### src/rtl/f_deframer_pkg.sv
`default_nettype none
// ============================================================================
// Module      : f_deframer_pkg
// Description : Shared types and helpers for the F-stream deframer.
// Revision    : 1.0 - initial release
// ============================================================================
package f_deframer_pkg;

  typedef enum logic {
    HUNT   = 1'b0,
    LOCKED = 1'b1
  } deframer_state_t;

  // Saturating increment used by the fill and run-length counters.
  function automatic int unsigned sat_inc(input int unsigned value,
                                          input int unsigned max_val);
    if (value >= max_val) begin
      return max_val;
    end
    return value + 1;
  endfunction

endpackage
`default_nettype wire

### src/rtl/f_stream_deframer_run_len_counter.sv
`default_nettype none
// ============================================================================
// Module      : run_len_counter
// Description : Tracks how many consecutive equal samples of F have been seen.
//               run_cnt is the registered run length (0 only before the first
//               sample after reset); run_hit flags a sample edge that extends
//               the current run.
// Revision    : 1.0 - initial release
// ============================================================================
module run_len_counter
  import f_deframer_pkg::*;
#(
  parameter int  MAX_RUN = 6,
  localparam int RUN_W   = $clog2(MAX_RUN + 1)
) (
  input  logic             CLK,
  input  logic             RST,
  input  logic             en,
  input  logic             F,
  output logic [RUN_W-1:0] run_cnt,
  output logic             run_hit
);

  logic             last_bit_q, last_bit_d;
  logic [RUN_W-1:0] run_cnt_q,  run_cnt_d;
  logic             w_extends;

  // A count of zero marks "no sample yet", so the first sample always loads 1.
  assign w_extends = en && (run_cnt_q != '0) && (F == last_bit_q);

  // Next-state: remember the sample and extend or restart the run.
  always_comb begin
    last_bit_d = last_bit_q;
    run_cnt_d  = run_cnt_q;
    if (en) begin
      last_bit_d = F;
      if (w_extends) begin
        run_cnt_d = RUN_W'(sat_inc(32'(run_cnt_q), MAX_RUN));
      end else begin
        run_cnt_d = RUN_W'(1);
      end
    end
  end

  // State register with asynchronous reset.
  always_ff @(posedge CLK or posedge RST) begin
    if (RST) begin
      last_bit_q <= 1'b0;
      run_cnt_q  <= '0;
    end else begin
      last_bit_q <= last_bit_d;
      run_cnt_q  <= run_cnt_d;
    end
  end

  assign run_cnt = run_cnt_q;
  assign run_hit = w_extends;

endmodule
`default_nettype wire

### src/rtl/f_stream_deframer.sv
`default_nettype none
// ============================================================================
// Module      : f_stream_deframer
// Description : Hunts for SYNC_WORD in the serial F stream, then assembles
//               back-to-back WIDTH-bit words (first sample in the MSB). Lock
//               is dropped when F stays constant for MAX_RUN samples.
// Revision    : 1.0 - initial release
// ============================================================================
module f_stream_deframer
  import f_deframer_pkg::*;
#(
  parameter int               WIDTH     = 8,
  parameter logic [WIDTH-1:0] SYNC_WORD = 8'hA5,
  parameter int               MAX_RUN   = 6
) (
  input  logic             CLK,
  input  logic             RST,
  input  logic             F,
  input  logic             en,
  output logic [WIDTH-1:0] word_out,
  output logic             word_valid,
  output logic             locked,
  output logic             sync_found,
  output logic             lock_lost
);

  localparam int               CNT_W      = $clog2(WIDTH + 1);
  localparam int               RUN_W      = $clog2(MAX_RUN + 1);
  localparam logic [CNT_W-1:0] c_last_idx = CNT_W'(WIDTH - 1);
  localparam logic [RUN_W-1:0] c_run_pre  = RUN_W'(MAX_RUN - 1);

  deframer_state_t  state_q, state_d;
  logic [WIDTH-1:0] shreg_q, shreg_d;
  logic [CNT_W-1:0] bit_cnt_q, bit_cnt_d;
  logic [CNT_W-1:0] fill_q, fill_d;
  logic [WIDTH-1:0] word_out_q, word_out_d;
  logic             word_valid_q, word_valid_d;
  logic             locked_q, locked_d;
  logic             sync_found_q, sync_found_d;
  logic             lock_lost_q, lock_lost_d;

  logic [WIDTH-1:0] w_shift;
  logic [RUN_W-1:0] w_run_cnt;
  logic             w_run_ext;
  logic             w_run_max;

  run_len_counter #(
    .MAX_RUN (MAX_RUN)
  ) u_run_len (
    .CLK     (CLK),
    .RST     (RST),
    .en      (en),
    .F       (F),
    .run_cnt (w_run_cnt),
    .run_hit (w_run_ext)
  );

  assign w_shift   = {shreg_q[WIDTH-2:0], F};
  // The run reaches MAX_RUN on this edge when it is extended from MAX_RUN-1
  // or already sits saturated at MAX_RUN.
  assign w_run_max = w_run_ext && (w_run_cnt >= c_run_pre);

  // Next-state and output decode; everything holds on non-sample edges.
  always_comb begin
    state_d      = state_q;
    shreg_d      = shreg_q;
    bit_cnt_d    = bit_cnt_q;
    fill_d       = fill_q;
    word_out_d   = word_out_q;
    word_valid_d = 1'b0;
    sync_found_d = 1'b0;
    lock_lost_d  = 1'b0;
    if (en) begin
      shreg_d = w_shift;
      case (state_q)
        HUNT: begin
          fill_d = CNT_W'(sat_inc(32'(fill_q), WIDTH));
          // fill guards against stale shreg bits left over from a lost lock.
          if ((fill_q >= c_last_idx) && (w_shift == SYNC_WORD)) begin
            state_d      = LOCKED;
            sync_found_d = 1'b1;
            bit_cnt_d    = '0;
          end
        end
        LOCKED: begin
          if (w_run_max) begin
            // Lock loss beats word completion: the partial word is dropped.
            state_d     = HUNT;
            lock_lost_d = 1'b1;
            bit_cnt_d   = '0;
            fill_d      = '0;
          end else if (bit_cnt_q == c_last_idx) begin
            word_out_d   = w_shift;
            word_valid_d = 1'b1;
            bit_cnt_d    = '0;
          end else begin
            bit_cnt_d = bit_cnt_q + CNT_W'(1);
          end
        end
        default: state_d = HUNT;
      endcase
    end
    locked_d = (state_d == LOCKED);
  end

  // State, datapath and output registers with asynchronous reset.
  always_ff @(posedge CLK or posedge RST) begin
    if (RST) begin
      state_q      <= HUNT;
      shreg_q      <= '0;
      bit_cnt_q    <= '0;
      fill_q       <= '0;
      word_out_q   <= '0;
      word_valid_q <= 1'b0;
      locked_q     <= 1'b0;
      sync_found_q <= 1'b0;
      lock_lost_q  <= 1'b0;
    end else begin
      state_q      <= state_d;
      shreg_q      <= shreg_d;
      bit_cnt_q    <= bit_cnt_d;
      fill_q       <= fill_d;
      word_out_q   <= word_out_d;
      word_valid_q <= word_valid_d;
      locked_q     <= locked_d;
      sync_found_q <= sync_found_d;
      lock_lost_q  <= lock_lost_d;
    end
  end

  assign word_out   = word_out_q;
  assign word_valid = word_valid_q;
  assign locked     = locked_q;
  assign sync_found = sync_found_q;
  assign lock_lost  = lock_lost_q;

endmodule
`default_nettype wire
### config.mk
export PLATFORM = sky130hd
export DESIGN_NAME = f_stream_deframer
export DESIGN_NICKNAME = d
export VERILOG_FILES = /design/src/rtl/f_deframer_pkg.sv /design/src/rtl/f_stream_deframer_run_len_counter.sv /design/src/rtl/f_stream_deframer.sv
export SDC_FILE = /design/constraint.sdc
export NUM_CORES = 1
export LEC_CHECK = 0
export CAP_MARGIN = 25
export CORE_MARGIN = 2
export CORE_UTILIZATION = 40
export CTS_BUF_LIST = sky130_fd_sc_hd__clkbuf_16
export CTS_CLUSTER_SIZE = 10
export DETAILED_ROUTE_END_ITERATION = 10
export SYNTH_ARGS = -nofsm -noshare
export SYNTH_HDL_FRONTEND = slang
export SYNTH_SLANG_ARGS = --single-unit
### constraint.sdc
create_clock -name CLK -period 2.3 [get_ports CLK]
set_clock_uncertainty 0.05 [all_clocks]
set_input_delay 0.46 -clock CLK [delete_from_list [all_inputs] [get_ports CLK]]
set_output_delay 0.46 -clock CLK [all_outputs]
set_load 0.02 [all_outputs]
==> impl_metrics.csv, run 1 <==
group,metric,value,unit
status,status,"completed",
drt,wire_per_inst,13.6,um
clocking,cts_sinks,30,
floorplanning,core,3390,sq um
global_routing,grt_usage,15.3,%
sta,tightest_slew,0.367,ns
floorplanning,die_area,4090,sq um
place,hpwl,1910,um
global_routing,grt_pass1_wl,4690,um
worst_setup_path,arrival,2.22,ns
worst_setup_path,r2r_slack,0.30,ns
worst_hold_path,hold_end,"word_out[6]",
drt,drc,0,
floorplanning,num_rows,21,
drt,dr.pass1.iters,4,
sta,period_share,92.3,%
floorplanning,die_x,64.0,um
worst_setup_path,r2r_cells,6,
sta,setup_viol,0,
worst_setup_path,crit_fanout,9,
worst_setup_path,setup.worst_path.start_class,"input pin",
sta,drv_slew,0,
worst_hold_path,min_from,"word_out[6]",
worst_hold_path,min_path_type,"reg -> reg",
worst_setup_path,end_kind,"flip-flop",
sta,fmax,471,MHz
layout,drive_gt1_share,24.3,%
sta,final_hold_viol_count,0,
sta,setup_ws,0.177,ns
drt,ant_nets,0,
synth,synthCells,119,
global_routing,grt_pass1_vias,1053,
place,preCtsSetupSlack,-0.212,ns
place,routabilityCongestion,0.688,
sta,rsz0062_at_grt,"false",
clocking,clk_path_buf_depth,2,
synth,syn_area,1440,sq um
layout,final_nets,161,
run,maxCapViolCount,0,
synth,yosys_warnings,0,
clocking,cts_resized,0,
clocking,holdBufCountCts,0,
sta,holdWs,0.457,ns
global_routing,grt_max_degree,31,
clocking,post_cts_buffers,0,
clocking,clock_latency,0.27,ns
layout,syn2layout_area_growth,27.8,%
clocking,cts_buffers,5,
worst_setup_path,cp_data_required_time,2.40,ns
global_routing,antenna_found_initial,0,
pwr,power_density,879,nW/um^2
floorplanning,start_util,42.4,%
floorplanning,ios,16,
pwr,cellLeakagePower,0.896,nW
drt,routed_wl,2640,um
drt,via_per_inst,5.01,
drt,first_iter_violations,31,
global_routing,grt-ovfl-total,0,
worst_setup_path,r2r-end,"word_out[4]",
synth,seq_area_frac_synth,52.2,%
drt,num_vias,971,
pwr,ir_drop,0.381,mV
sta,relSlewSlack,75.5,%
worst_hold_path,min_path_cells,1,
layout,diodes,0,
pwr,power,1.61,mW
synth,syn_avg_cell_area,12.1,sq um
synth,synth_cell_type_count,32,
sta,min_period,2.12,ns
clocking,cts.clk_slew.worst_paths,0.05,ns
synth,syn-num-nets,131,
clocking,ctsHtreeMaxLevel,2,
synth,ys_ff_latch,30,
clocking,cts_root_buf,"clkbuf_16",
worst_setup_path,rr_startpoint,"u_run_len.run_cnt[1]",
floorplanning,die_y,64.0,um
place,numPortBuffers,15,
layout,final_util,54.2,%
clocking,cts_tree,"built",
worst_setup_path,worstSetupPathType,"in -> reg",
-- cell type report --
type | count | area [sq um]
clock buffer | 5 | 125
clock inverter | 1 | 3.75
fill | 287 | 1550
inverter | 10 | 37.5
multi-input combinational | 76 | 629
sequential | 30 | 751
tap | 46 | 57.6
timing repair buffer | 26 | 233
-- layer usage --
layer / part of all wire (%) / up-vias / GRT usage (%)
li1: - / 475 / -
met1: 44 / 475 / 17.3
met2: 51 / 15 / 25.7
met3: 3.4 / 6 / 5.28
met4: 2.0 / 0 / 7.34
met5: 0 / - / 0
-- cell usage in the layout (no fill, tap or decap) --
cell type / count
and2_1: 1
or4_4: 1
and2_2: 1
and4b_1: 1
a21oi_1: 5
o31ai_1: 1
a22o_1: 2
clkdlybuf4s50_1: 15
and3_1: 1
nor2_1: 6
nand3_1: 2
o2bb2ai_1: 1
dfrtp_1: 30
ha_1: 8
mux2_2: 8
or2_2: 1
nand4b_1: 1
inv_1: 10
clkbuf_16: 5
clkinv_1: 1
nor3_2: 1
nand2_1: 6
a21o_1: 1
nor3_1: 1
mux2_4: 8
nor2b_1: 3
nor4bb_1: 1
a21boi_0: 1
o21ai_0: 9
o22ai_1: 1
a32o_1: 3
a41oi_1: 1
buf_4: 11
-- cell usage after synthesis --
library cell / instances / area share, %
a41oi_1: 1 / 0.61
nor4bb_1: 1 / 0.70
nor2b_1: 3 / 1.3
and2_1: 1 / 0.44
mux2_2: 8 / 6.3
o22ai_1: 1 / 0.44
nand4b_1: 1 / 0.61
and3_1: 1 / 0.44
dfrtp_1: 30 / 52
or4_4: 1 / 0.78
o21ai_0: 9 / 3.1
nand3_1: 2 / 0.70
nor2_1: 6 / 1.6
nor3_2: 1 / 0.70
buf_1: 1 / 0.26
and4b_1: 1 / 0.70
mux2_4: 8 / 8.4
buf_2: 1 / 0.35
nand2_1: 6 / 1.6
a21o_1: 1 / 0.52
a32o_1: 3 / 2.1
nor3_1: 1 / 0.35
a21boi_0: 1 / 0.52
a21oi_1: 5 / 1.7
o2bb2ai_1: 1 / 0.61
buf_6: 1 / 0.78
and2_2: 1 / 0.52
or2_2: 1 / 0.44
ha_1: 8 / 7.0
inv_1: 10 / 2.6
o31ai_1: 1 / 0.52
a22o_1: 2 / 1.2
-- cell families after synthesis --
kind of cell	count (synthesis)	synth area share, %
AOI/OAI and AO/OA	25	11.4
adders and majority gates	8	6.96
buffers and inverters	13	4.00
DFF	30	52.2
muxes	16	14.6
and+or+nand+nor	27	10.8
-- stage by stage --
step	TNS, ns	instance area (sq um)	std cells
after CTS	0	1840	194
after floorplan	0	1440	119
after global placement	-1.48	1710	188
final	0	1840	194
after global routing	0	1840	194
after detailed placement	-1.80	1710	188
-- critical path, cell delays in order --
cell             delay, ns
clkdlybuf4s50_1       0.43
ha_1                  0.32
nand3_1               0.10
nor2_1                0.05
or4_4                 0.53
mux2_4                0.33
-- worst max-delay path by stage --
| stage | startpoint | endpoint | slack, ns | depth (start not counted) |
|---|---|---|---|---|
| final | F | word_out[4] | 0.18 | 6 |
| after CTS | F | word_out[4] | 0.07 | 6 |
| after floorplan | F | word_out[0] | 0.26 | 6 |
| after global placement | F | word_out[7] | -0.19 | 6 |
| after detailed placement | F | word_out[0] | -0.21 | 6 |
| after global routing | F | bit_cnt_q[2] | 0.04 | 7 |
-- power by group --
group	internal (mW)	switching [mW]	leakage, nW
clock	0.382	0.195	0.0632
combinational	0.161	0.154	0.441
sequential	0.618	0.106	0.392
-- sequential cells by signal (all words and copies together), names as in the netlist --
register           flops
sync_found             1
lock_lost              1
locked                 1
shreg_q                7
fill_q                 4
word_valid             1
u_run_len.run_cnt      3
bit_cnt_q              4
word_out               8
(Power assumes the default switching activity.)
==> inputs of run 2 (changes only) <==
--- a/config.mk
+++ b/config.mk
@@ -9,8 +9,9 @@
 export CORE_MARGIN = 2
 export CORE_UTILIZATION = 40
 export CTS_BUF_LIST = sky130_fd_sc_hd__clkbuf_16
-export CTS_CLUSTER_SIZE = 10
+export CTS_CLUSTER_SIZE = 25
 export DETAILED_ROUTE_END_ITERATION = 10
+export SETUP_SLACK_MARGIN = 0.1
 export SYNTH_ARGS = -nofsm -noshare
 export SYNTH_HDL_FRONTEND = slang
 export SYNTH_SLANG_ARGS = --single-unit
==> run 2 against run 1 <==
First-iteration DRC count is 29% lower. Maximum frequency hardly changed. Clock power barely moved. Sequential share of layout area down 0.17 points. Utilization is 0.22 points higher. Total power grew 0.36%. Wire length rose by 0.53%. Largest power group unchanged.
==> impl_metrics.csv, run 2 (synthesis gave the netlist of run 1 again) <==
group,metric,value,unit
floorplanning,ios,16,
place,placed_cell_area,1710,sq um
worst_setup_path,cp_data_required_time,2.40,ns
drt,wire_per_inst,13.7,um
worst_setup_path,r2r_slack,0.30,ns
clocking,cts_sinks,30,
layout,final_cell_mix,"dfrtp_1, clkdlybuf4s50_1, buf_4",
status,status,"completed",
sta,relSlewSlack,74.9,%
sta,setup_tns,0,ns
pwr,power,1.62,mW
drt,via_per_inst,5.06,
sta,min_period,2.12,ns
worst_setup_path,crit_fanout,9,
layout,drive_gt1_share,25.7,%
drt,drc,0,
floorplanning,die_x,64.0,um
clocking,cts.clk_slew.worst_paths,0.04,ns
drt,routed_wl,2650,um
worst_setup_path,worstSetupPathType,"in -> reg",
clocking,cts_tree,"built",
sta,rsz0062_at_grt,"true",
worst_setup_path,crit_slowest_cell,"or4_4",
floorplanning,die_y,64.0,um
layout,layout_commonest_cell,"dfrtp_1",
clocking,cts_buffers,5,
worst_hold_path,min_path_type,"reg -> reg",
layout,fillers,286,
worst_setup_path,arrival,2.22,ns
worst_setup_path,end_kind,"flip-flop",
drt,first_iter_violations,22,
place,placed_cells,188,
global_routing,antenna_found_initial,0,
place,numPortBuffers,15,
clocking,cts_root_buf,"clkbuf_16",
global_routing,grt_max_degree,31,
pwr,ir_drop,0.382,mV
pwr,power_density,879,nW/um^2
worst_setup_path,cpPeakStageDelay,0.53,ns
layout,largest_reg_flops,8,
pwr,cellLeakagePower,0.903,nW
layout,diodes,0,
place,hpwl,1910,um
sta,fmax,471,MHz
layout,postLayoutCellArea,1840,sq um
layout,syn2layout_area_growth,28.3,%
worst_setup_path,setup.worst_path.start_class,"input pin",
sta,setup_viol,0,
global_routing,grt_pass1_wl,4690,um
sta,final_hold_viol_count,0,
sta,holdWs,0.458,ns
floorplanning,core,3390,sq um
floorplanning,start_util,42.4,%
global_routing,grt_pass1_vias,1053,
sta,setup_ws,0.178,ns
layout,final_util,54.4,%
layout,final_nets,161,
place,preCtsSetupSlack,-0.212,ns
place,routabilityCongestion,0.688,
global_routing,grt-ovfl-total,0,
run,maxCapViolCount,0,
drt,dr.pass1.iters,4,
global_routing,grt_usage,15.3,%
clocking,ctsHtreeMaxLevel,2,
layout,layout.area.seq,751,sq um
sta,drv_slew,0,
floorplanning,die_area,4090,sq um
drt,ant_nets,0,
layout,instances_no_fill,194,
clocking,post_cts_buffers,0,
clocking,clk_path_buf_depth,2,
layout,multi_input_area,637,sq um
worst_setup_path,path_cells,"clkdlybuf4s50_1 > ha_1 > nand3_1 > nor2_1 > or4_4 > mux2_4",
sta,tightest_slew,0.377,ns
sta,period_share,92.3,%
clocking,clock_latency,0.27,ns
floorplanning,num_rows,21,
drt,num_vias,982,
## run 2: cell counts in the layout (fill, tap and decap cells not counted)
No cell type changed its count.
## run 2: layout make-up
class | instances | share of cell area [%]
Sequential cell | 30 | 40.7
Inverter | 10 | 2.04
Timing Repair Buffer | 26 | 12.6
Clock inverter | 1 | 0.204
Multi-Input combinational cell | 76 | 34.5
Clock buffer | 5 | 6.78
Tap cell | 46 | 3.12
## run 2: worst max-delay path, delay by kind of cell
family	cells	cell delay [ns]
adder cells (fa/ha/maj)	1	0.32
multiplexers	1	0.33
buffers and inverters	1	0.43
AND/OR/NAND/NOR	3	0.68
## run 2: power by group
part           internal [mW]  switching, mW  leakage [nW]
clock network          0.382          0.197        0.0632
logic                  0.162          0.155         0.448
registers              0.618          0.107         0.392
total                   1.16          0.459         0.903
## run 2: final timing paths
kind | from | end | cells past startpoint
max | F | word_out[0] | 6
min in group asynchronous | RST | sync_found | 3
min | word_out[6] | word_out[6] | 1
min reg2reg | word_out[6] | word_out[6] | 1
max reg2reg | u_run_len.run_cnt[1] | word_out[0] | 6
max in group asynchronous | RST | word_out[4] | 3
## run 2: timing repair
action | CTS | global route
endpoints found under the setup margin | 8 | 7
gates resized for setup | 0 | 2
pin swaps | 1 | 0
gates cloned | 0 | 0
hold buffers | 0 | 0
endpoints found under the hold margin | 0 | 0
## run 2: metal layers
layer	up-vias	share of wire (%)	GRT usage, %
met5	-	0	0
met4	0	2.0	7.34
met3	6	3.6	5.28
met2	21	50	25.7
met1	480	45	17.3
li1	475	-	-
